<file path="src/rtl/chess_move_controller.sv">
// chess_move_controller
//
// Sequencing controller for the chess board datapath. It moves the on-board
// cursor, latches a source square, and asks the move generator for a
// legal-destination mask. It then takes a destination and commits the move
// with two board writes: the destination square first, then the cleared source.
// Side-to-move toggles when the move completes. After reset this block
// performs every board write.
//
// Optional feature macro: CHESS_PROMOTE_EN. When it is defined, a pawn that
// reaches its far rank is written as a queen of the same colour.
//
// Ports:
//   clk        system clock
//   reset      asynchronous active-low reset
//   cursor     {up, down, left, right} level buttons
//   select     select level button
//   brdAddr    board square address {row, col}
//   brdRdata   board read data (1-cycle synchronous read latency)
//   brdWe      board write enable
//   brdWdata   board write data
//   genReq     move-generator request, held until genDone
//   genSq      source square for the generator
//   genDone    generator completion pulse
//   genMask    legal destination mask, valid on the genDone cycle
//   cursorRow  cursor row, for display
//   cursorCol  cursor column, for display
//   turn       side to move (0 = white)
//   srcValid   a source square is latched
//   srcSq      latched source square
//   moveDone   1-cycle pulse when a move is committed
//   capture    destination contents overwritten by the last committed move
//   error      1-cycle pulse on a rejected select or a generator timeout

module chess_move_controller #(
    parameter int unsigned GEN_TIMEOUT = 255
) (
    input  logic        clk,
    input  logic        reset,
    input  logic [3:0]  cursor,
    input  logic        select,
    output logic [5:0]  brdAddr,
    input  logic [4:0]  brdRdata,
    output logic        brdWe,
    output logic [4:0]  brdWdata,
    output logic        genReq,
    output logic [5:0]  genSq,
    input  logic        genDone,
    input  logic [63:0] genMask,
    output logic [2:0]  cursorRow,
    output logic [2:0]  cursorCol,
    output logic        turn,
    output logic        srcValid,
    output logic [5:0]  srcSq,
    output logic        moveDone,
    output logic [4:0]  capture,
    output logic        error
);

    typedef enum logic [2:0] {
        PICK_SRC,
        RD_SRC,
        GEN,
        PICK_DST,
        RD_DST,
        WR_DST,
        WR_SRC
    } state_e;

    localparam logic [7:0] TMO_LAST = 8'(GEN_TIMEOUT - 1);

    state_e      state_q, state_d;
    logic [3:0]  cursor_prev_q, cursor_prev_d;
    logic        select_prev_q, select_prev_d;
    logic        armed_q, armed_d;
    logic [2:0]  row_q, row_d;
    logic [2:0]  col_q, col_d;
    logic        turn_q, turn_d;
    logic        src_valid_q, src_valid_d;
    logic [5:0]  src_sq_q, src_sq_d;
    logic [5:0]  dst_sq_q, dst_sq_d;
    logic [4:0]  piece_q, piece_d;
    logic [63:0] mask_q, mask_d;
    logic [4:0]  capture_q, capture_d;
    logic [7:0]  tmo_cnt_q, tmo_cnt_d;
    logic        rd_wait_q, rd_wait_d;

    logic [3:0]  cursor_edge;
    logic        select_edge;
    logic [5:0]  cursor_sq;
    logic        move_en;
    logic [4:0]  wr_piece;
    logic [5:0]  addr;
    logic        we;
    logic [4:0]  wdata;
    logic        gen_req;
    logic        move_done;
    logic        err;

    // Piece written to the destination square; optionally promotes pawns.
    always_comb begin
        wr_piece = piece_q;
`ifdef CHESS_PROMOTE_EN
        if (piece_q[4:2] == 3'b001 &&
            ((!piece_q[1] && dst_sq_q[5:3] == 3'd0) ||
             ( piece_q[1] && dst_sq_q[5:3] == 3'd7))) begin
            wr_piece = {3'b101, piece_q[1], 1'b1};
        end
`endif
    end

    always_comb begin
        state_d       = state_q;
        cursor_prev_d = cursor;
        select_prev_d = select;
        armed_d       = 1'b1;
        row_d         = row_q;
        col_d         = col_q;
        turn_d        = turn_q;
        src_valid_d   = src_valid_q;
        src_sq_d      = src_sq_q;
        dst_sq_d      = dst_sq_q;
        piece_d       = piece_q;
        mask_d        = mask_q;
        capture_d     = capture_q;
        tmo_cnt_d     = tmo_cnt_q;
        rd_wait_d     = rd_wait_q;

        addr      = {row_q, col_q};
        we        = 1'b0;
        wdata     = '0;
        gen_req   = 1'b0;
        move_done = 1'b0;
        err       = 1'b0;

        // Edges are masked for the first cycle after reset. This lets the
        // prev registers pick up buttons that were held through reset.
        cursor_edge = armed_q ? (cursor & ~cursor_prev_q) : '0;
        select_edge = armed_q & select & ~select_prev_q;
        cursor_sq   = {row_q, col_q};
        move_en     = (state_q == PICK_SRC) || (state_q == PICK_DST);

        // Priority picks one direction per cycle, even when that move clamps.
        if (move_en) begin
            if (cursor_edge[3]) begin
                if (row_q != 3'd0) row_d = row_q - 3'd1;
            end else if (cursor_edge[2]) begin
                if (row_q != 3'd7) row_d = row_q + 3'd1;
            end else if (cursor_edge[1]) begin
                if (col_q != 3'd0) col_d = col_q - 3'd1;
            end else if (cursor_edge[0]) begin
                if (col_q != 3'd7) col_d = col_q + 3'd1;
            end
        end

        case (state_q)
            PICK_SRC: begin
                if (select_edge) state_d = RD_SRC;
            end
            RD_SRC: begin
                if (brdRdata[0] && (brdRdata[1] == turn_q)) begin
                    src_sq_d    = cursor_sq;
                    piece_d     = brdRdata;
                    src_valid_d = 1'b1;
                    tmo_cnt_d   = '0;
                    state_d     = GEN;
                end else begin
                    err     = 1'b1;
                    state_d = PICK_SRC;
                end
            end
            GEN: begin
                gen_req = 1'b1;
                // Done wins over a timeout that expires in the same cycle.
                if (genDone) begin
                    mask_d    = genMask;
                    tmo_cnt_d = '0;
                    state_d   = PICK_DST;
                end else if (tmo_cnt_q == TMO_LAST) begin
                    err         = 1'b1;
                    src_valid_d = 1'b0;
                    tmo_cnt_d   = '0;
                    state_d     = PICK_SRC;
                end else begin
                    tmo_cnt_d = tmo_cnt_q + 8'd1;
                end
            end
            PICK_DST: begin
                if (select_edge) begin
                    if (cursor_sq == src_sq_q) begin
                        src_valid_d = 1'b0;
                        state_d     = PICK_SRC;
                    end else if (mask_q[cursor_sq]) begin
                        dst_sq_d  = cursor_sq;
                        rd_wait_d = 1'b0;
                        state_d   = RD_DST;
                    end else begin
                        err = 1'b1;
                    end
                end
            end
            RD_DST: begin
                addr = dst_sq_q;
                // The first cycle issues the read. The second cycle captures it.
                if (!rd_wait_q) begin
                    rd_wait_d = 1'b1;
                end else begin
                    rd_wait_d = 1'b0;
                    capture_d = brdRdata;
                    state_d   = WR_DST;
                end
            end
            WR_DST: begin
                we      = 1'b1;
                addr    = dst_sq_q;
                wdata   = wr_piece;
                state_d = WR_SRC;
            end
            WR_SRC: begin
                we          = 1'b1;
                addr        = src_sq_q;
                wdata       = '0;
                move_done   = 1'b1;
                turn_d      = ~turn_q;
                src_valid_d = 1'b0;
                state_d     = PICK_SRC;
            end
            default: begin
                state_d = PICK_SRC;
            end
        endcase
    end

    always_ff @(posedge clk or negedge reset) begin
        if (!reset) begin
            state_q       <= PICK_SRC;
            cursor_prev_q <= '0;
            select_prev_q <= 1'b0;
            armed_q       <= 1'b0;
            row_q         <= 3'd6;
            col_q         <= 3'd4;
            turn_q        <= 1'b0;
            src_valid_q   <= 1'b0;
            src_sq_q      <= '0;
            dst_sq_q      <= '0;
            piece_q       <= '0;
            mask_q        <= '0;
            capture_q     <= '0;
            tmo_cnt_q     <= '0;
            rd_wait_q     <= 1'b0;
        end else begin
            state_q       <= state_d;
            cursor_prev_q <= cursor_prev_d;
            select_prev_q <= select_prev_d;
            armed_q       <= armed_d;
            row_q         <= row_d;
            col_q         <= col_d;
            turn_q        <= turn_d;
            src_valid_q   <= src_valid_d;
            src_sq_q      <= src_sq_d;
            dst_sq_q      <= dst_sq_d;
            piece_q       <= piece_d;
            mask_q        <= mask_d;
            capture_q     <= capture_d;
            tmo_cnt_q     <= tmo_cnt_d;
            rd_wait_q     <= rd_wait_d;
        end
    end

    assign brdAddr   = addr;
    assign brdWe     = we;
    assign brdWdata  = wdata;
    assign genReq    = gen_req;
    assign genSq     = src_sq_q;
    assign cursorRow = row_q;
    assign cursorCol = col_q;
    assign turn      = turn_q;
    assign srcValid  = src_valid_q;
    assign srcSq     = src_sq_q;
    assign moveDone  = move_done;
    assign capture   = capture_q;
    assign error     = err;

endmodule

</file>
<file path="config.mk">
export PLATFORM = sky130hd
export DESIGN_NAME = chess_move_controller
export DESIGN_NICKNAME = d
export VERILOG_FILES = /design/src/rtl/chess_move_controller.sv
export SDC_FILE = /design/constraint.sdc
export NUM_CORES = 1
export LEC_CHECK = 0
export CAP_MARGIN = 15
export CORE_MARGIN = 2
export CORE_UTILIZATION = 55
export DETAILED_ROUTE_END_ITERATION = 8
export PLACE_DENSITY = 0.86
export SYNTH_ARGS = -nofsm -noshare
export SYNTH_HDL_FRONTEND = slang
export SYNTH_SLANG_ARGS = --single-unit
</file>
<file path="constraint.sdc">
create_clock -name clk -period 3.6 [get_ports clk]
set_clock_uncertainty 0.1 [all_clocks]
set_input_delay 0.72 -clock clk [delete_from_list [all_inputs] [get_ports clk]]
set_output_delay 0.72 -clock clk [all_outputs]
set_load 0.05 [all_outputs]
</file>
==> reports/metrics.yaml, run 1 <==
run_status:
  outcome: "finished, final reports clean"
detailed_routing:
  num_vias: 3781
  finalWirelength_mm: 12.1
  drc: 0
  drtIter0Drc: 145
  vias_per_cell: 5.60
  ant_nets: 0
  avgRoutedWirePerCell_um: 17.9
  drt_pass1_iterations: 4
cells_and_area:
  fin_nets: 618
  fillers: 653
  layout_common_cells: "114 x clkdlybuf4s50_1, 109 x dfrtp_1, 75 x mux2_2, 26 x nand2_1, 22 x o21ai_0"
  area_growth_pct: 28.2
  drive_gt1_share_pct: 23.4
  layout_commonest_cell: "clkdlybuf4s50_1"
  n_antenna_cell: 0
yosys:
  synth-seq-cells: 112
  synth_warnings: 0
  syn_area_per_cell_um2: 12.6
  syn_nets: 512
  synth_cell_types: 53
  yosysSeqAreaShare_pct: 51.5
  synthCells: 431
  syn_area_um2: 5450
floorplanning:
  top_level_ports: 117
  initial_core_util_pct: 56.3
  core_area_um2: 9680
  rows: 36
  die_w_um: 104
  dieHeight_um: 104
  dieArea_um2: 10700
global_routing:
  grt_pass1_vias: 4130
  grt.total_usage_pct: 23.9
  grt_pass1_wl_mm: 20.5
  grt_overflow: 0
  antenna_found_initial: 0
  grt_max_degree: 81
critical_path:
  critPathMaxFanout: 22
  cp-start-kind: "register"
  r2r_slack_ps: 1140
  cp.required_ps: 2780
  r2r-start: "cursorCol[1]"
  critPathCaptureType: "output port"
  worstReg2RegEnd: "dst_sq_q[3]"
  reg2reg_depth: 6
  critPathArrivalTime_ps: 2640
  worst-setup-path-type: "register to output port"
sta:
  fin_crit_ps: 3460
  fmax_mhz: 289
  hold_viol_final: 0
  slew_viol_final: 0
  finalSetupTns_ps: 0
  slew_headroom_pct: 32.9
  tightestPinTransition_ps: 1010
  setup_violations: 0
  rsz0062_at_grt: "no"
  finalCritPeriodShare_pct: 96.1
  hold_ws_ps: 381
clock_tree:
  clockRootBuffer: "clkbuf_8"
  cts_made_buffers: 9
  cts_tree: "done"
  clockBufferDepth: 2
  cts_sinks: 112
  cts.clk_slew.worst_paths_ps: 100
  htree_num_levels: 3
  insertion_delay_ps: 370
  cts_setup_buffers: 0
pwr:
  cellLeakagePower_nw: 2.93
  ir_drop_mv: 0.487
  p_per_area_nw_per_um2: 890
place:
  portBuffers: 116
  gp_congestion: 0.867
  dp.final_hpwl_mm: 9.08
hold_path:
  hold_depth: 1
  min-delay-start: "piece_q[0]"
  min_path_type: "register to register"
  min_to: "piece_q[0]"
job:
  cap_violations: 0
## per-layer routing
layer  track usage, %  wire (um)  vias to the layer above
met3             5.29        732                       12
li1                 -          -                     1742
met2             40.2       5920                      142
met1             31.5       5290                     1885
met4             6.85        137                        0
met5                0          0                        -
## through the flow
step | instances | power, mW | instance area (um^2) | util, % | setup WS (ps)
final | 675 | 6.22 | 6990 | 72.2 | 140
after global routing | 675 | 6.57 | 6990 | 72.2 | 15.3
after CTS | 675 | 6.24 | 6980 | 72.1 | 78.1
after detailed placement | 659 | 5.38 | 6740 | 69.6 | 497
after global placement | 659 | 5.26 | 6740 | 69.6 | 506
after floorplan | 431 | 4.47 | 5460 | - | 199
## worst max-delay path: stages (launching register included)
cell	delay, ps
dfrtp_1	410
buf_12	200
mux4_1	580
mux2i_2	240
a221oi_4	110
a32o_1	320
o22ai_2	230
buf_12	170
## final cells by class
| class | instances | area (um^2) | share of cell area [%] |
|---|---|---|---|
| tap | 133 | 166 | 2.38 |
| timing repair buffer | 127 | 1290 | 18.4 |
| multi-input combinational | 273 | 2430 | 34.8 |
| clock inverter | 4 | 75.1 | 1.07 |
| clock buffer | 12 | 165 | 2.36 |
| inverter | 14 | 52.6 | 0.752 |
| sequential | 112 | 2810 | 40.2 |
## cells in the mapped netlist, drive strengths merged
library cell | number | area, um^2
inv | 14 | 52.6
a21boi | 1 | 7.51
o41ai | 1 | 8.76
dfrtp | 109 | 2730
nor3b | 1 | 7.51
nand3 | 9 | 45.0
nand2 | 27 | 109
and3 | 7 | 43.8
xnor2 | 13 | 114
and2 | 2 | 12.5
nor3 | 2 | 10.0
or4b | 1 | 10.0
clkbuf | 11 | 41.3
a221oi | 2 | 41.3
a2bb2oi | 1 | 8.76
o21a | 1 | 7.51
or4 | 1 | 7.51
nand4b | 1 | 8.76
buf | 21 | 135
xor2 | 2 | 17.5
o31ai | 4 | 30.0
mux2 | 77 | 875
o22ai | 3 | 18.8
a22oi | 1 | 7.51
o221ai | 1 | 8.76
mux2i | 17 | 170
conb | 1 | 3.75
nand2b | 4 | 25.0
mux4 | 14 | 338
ha | 2 | 25.0
nand3b | 6 | 45.0
nor4 | 2 | 12.5
o21ai | 22 | 110
fa | 2 | 40.0
nand4 | 5 | 37.5
nor2b | 6 | 37.5
a32oi | 1 | 8.76
a22o | 4 | 35.0
nor2 | 21 | 78.8
dfstp | 3 | 78.8
a21oi | 4 | 20.0
a32o | 1 | 10.0
or2 | 2 | 12.5
a21o | 1 | 7.51
## sequential cells by signal, summed over array words and instances, names as in the netlist
signal         cells
piece_q            5
armed_q            1
cursor_prev_q      4
cursorRow          3
capture            5
dst_sq_q           6
state_q            3
turn               1
cursorCol          3
rd_wait_q          1
select_prev_q      1
genSq              6
mask_q            64
tmo_cnt_q          8
srcValid           1
## repair_timing
action / CTS / global route
resized for setup: 0 / 1
hold endpoints to repair: 0 / 0
hold buffers: 0 / 0
setup endpoints to repair: 0 / 1
## cells by family after synthesis
group                    after synthesis  share of synthesized area (%)
AO/OA/AOI/OAI                         48                           6.06
XOR/XNOR                              15                           2.41
adder cells (fa/ha/maj)                4                           1.19
buffers and inverters                 46                           4.20
flip-flops                           112                           51.5
multiplexers                         108                           25.4
other                                  1                         0.0688
AND/OR/NAND/NOR                       97                           9.23
## report_power, final
part	internal, mW	switching (mW)	leakage, nW
sequential	1.81	0.436	1.35
combinational	1.49	1.62	1.46
clock	0.449	0.410	0.115
total	3.76	2.46	2.93
## how the worst max path moves through the flow
stage	cells past startpoint	to	start
final	7	error	cursorCol[0]
after global routing	7	error	cursorCol[0]
after CTS	7	error	cursorCol[0]
after detailed placement	7	error	cursorCol[0]
after global placement	7	error	cursorCol[0]
after floorplan	7	error	cursorCol[0]
(Power assumes the default switching activity.)
==> run 2: changes to the inputs <==
--- a/config.mk
+++ b/config.mk
@@ -10,6 +10,7 @@
 export CORE_UTILIZATION = 55
 export DETAILED_ROUTE_END_ITERATION = 8
 export PLACE_DENSITY = 0.86
+export SETUP_SLACK_MARGIN = 0.02
 export SYNTH_ARGS = -nofsm -noshare
 export SYNTH_HDL_FRONTEND = slang
 export SYNTH_SLANG_ARGS = --single-unit
==> run 2 against run 1 <==
Sequential power about the same. Core utilization is 0.27 points higher. Count of clock-buffer cells in the layout is the same. Largest cell class unchanged. Non-clock buffer count grew 1. Die area unchanged. Sequential share of layout area is 0.13 points lower. Clock power hardly changed. Power grew 0.62%. Sequential cell count is the same. Combinational power is essentially flat.
==> reports/metrics.yaml, run 2 (synthesis results as in run 1) <==
cells_and_area:
  top_register: "mask_q"
  drive_gt1_share_pct: 23.8  # +0.33 points
  largest_reg_flops: 64  # unchanged
  reg_top3: "mask_q: 64 flops, tmo_cnt_q: 8 flops"
  fin_nets: 619  # +0.16%
  layout_common_cells: "114 x clkdlybuf4s50_1, 108 x dfrtp_1, 75 x mux2_2, 26 x nand2_1, 22 x o21ai_0"
  n_antenna_cell: 0  # unchanged
  area_growth_pct: 28.7
  layout_commonest_cell: "clkdlybuf4s50_1"
critical_path:
  critPathCaptureType: "output port"
  crit_path_frequent_cell: "buf_12"
  slowest_stage: "mux4_1"
  cp.required_ps: 2780  # about the same
  worst-setup-path-type: "register to output port"
  critPathArrivalTime_ps: 2610  # -30 ps
  cp-start-kind: "register"
  critPathMaxFanout: 11  # -50%
  worst_path_largest_cell_delay_ps: 540  # -40 ps
  path_cells: "buf_12 -> mux4_1 -> mux2_2 -> a2bb2oi_1 -> a32o_1 -> o22ai_2 -> buf_12"
  crit_buf_inv: 2  # unchanged
  crit_family: "multiplexers"
floorplanning:
  core_area_um2: 9680  # unchanged
  dieHeight_um: 104  # unchanged
  rows: 36  # unchanged
  initial_core_util_pct: 56.3  # unchanged
  top_level_ports: 117  # unchanged
  die_w_um: 104  # unchanged
  dieArea_um2: 10700  # unchanged
place:
  portBuffers: 116  # unchanged
  gp_congestion: 0.867  # unchanged
  dp.final_hpwl_mm: 9.08  # unchanged
  post-place-ws_ps: 497  # unchanged
detailed_routing:
  ant_nets: 0  # unchanged
  avgRoutedWirePerCell_um: 18.0  # +0.27%
  drt_pass1_iterations: 4  # unchanged
  vias_per_cell: 5.61  # +0.17%
  num_vias: 3793  # +0.32%
  finalWirelength_mm: 12.1  # +0.42%
  drtIter0Drc: 154  # +6.2%
  drc: 0  # unchanged
pwr:
  ir_drop_mv: 0.488  # +0.20%
  cellLeakagePower_nw: 2.94  # +0.38%
  p_per_area_nw_per_um2: 892  # +0.24%
global_routing:
  grt_overflow: 0  # unchanged
  antenna_found_initial: 0  # unchanged
  grt_pass1_vias: 4130  # unchanged
  grt_max_degree: 81  # unchanged
  grt.total_usage_pct: 23.9  # unchanged
  grt_pass1_wl_mm: 20.5  # unchanged
sta:
  fin_crit_ps: 3430  # -27.6 ps
  tightestPinTransition_ps: 1000  # -3.66 ps
  rsz0062_at_grt: "no"
  finalCritPeriodShare_pct: 95.4  # -0.77 points
  slew_viol_final: 0  # unchanged
  finalSetupTns_ps: 0  # unchanged
  fmax_mhz: 291  # +0.80%
  setup_violations: 0  # unchanged
  slew_headroom_pct: 33.1  # +0.24 points
  fin_ws_ps: 167  # +27.6 ps
  hold_viol_final: 0  # unchanged
job:
  cap_violations: 0  # unchanged
clock_tree:
  insertion_delay_ps: 370  # about the same
  ctsHoldBuffers: 0  # unchanged
  cts_made_buffers: 9  # unchanged
  cts.clk_slew.worst_paths_ps: 100  # about the same
  cts_setup_buffers: 0  # unchanged
  clockRootBuffer: "clkbuf_8"
  cts_sinks: 112  # unchanged
  htree_num_levels: 3  # unchanged
  clockBufferDepth: 2  # unchanged
  cts_resized: 0  # unchanged
  cts_tree: "done"
run_status:
  outcome: "finished, final reports clean"
hold_path:
  min_path_type: "register to register"
==> run 2: cell type report <==
cell class | instances | area, um^2
inverter | 14 | 52.6
sequential | 112 | 2810
fill | 646 | 2670
clock buffer | 12 | 165
timing repair buffer | 128 | 1310
multi-input combinational | 273 | 2430
tap | 133 | 166
clock inverter | 4 | 75.1
==> run 2: layer usage <==
layer  vias to the layer above  GRT usage, %  share of wire, %
met5                         -             0                 0
met4                         0          6.85               1.1
met3                        11          5.29               6.0
met2                       146          40.2                50
met1                      1889          31.5                43
li1                       1747             -                 -
==> run 2: metrics by stage <==
stage               utilization [%]  std cells  hold WS, ps  power, mW  instance area [um^2]
floorplan                         -        431          324       4.47                  5460
global placement               69.6        659          345       5.26                  6740
detailed placement             69.6        659          356       5.38                  6740
CTS                            72.1        675          384       6.24                  6980
global route                   72.4        676          423       6.61                  7010
finish                         72.4        676          376       6.26                  7010
==> run 2: path summary, 6_finish.rpt <==
kind	from	endpoint	slack (ps)	cells past startpoint
min	piece_q[0]	piece_q[0]	380	1
max in group asynchronous	reset	mask_q[49]	2180	2
max reg2reg	cursorCol[1]	dst_sq_q[3]	1140	6
min in group asynchronous	reset	tmo_cnt_q[3]	400	1
min reg2reg	piece_q[0]	piece_q[0]	380	1
max	cursorCol[0]	error	170	7
==> run 2: where the power goes <==
group | internal (mW) | switching [mW] | leakage, nW | total, mW
Combinational | 1.52 | 1.63 | 1.48 | 3.14
Clock | 0.449 | 0.409 | 0.115 | 0.859
Sequential | 1.82 | 0.440 | 1.35 | 2.26
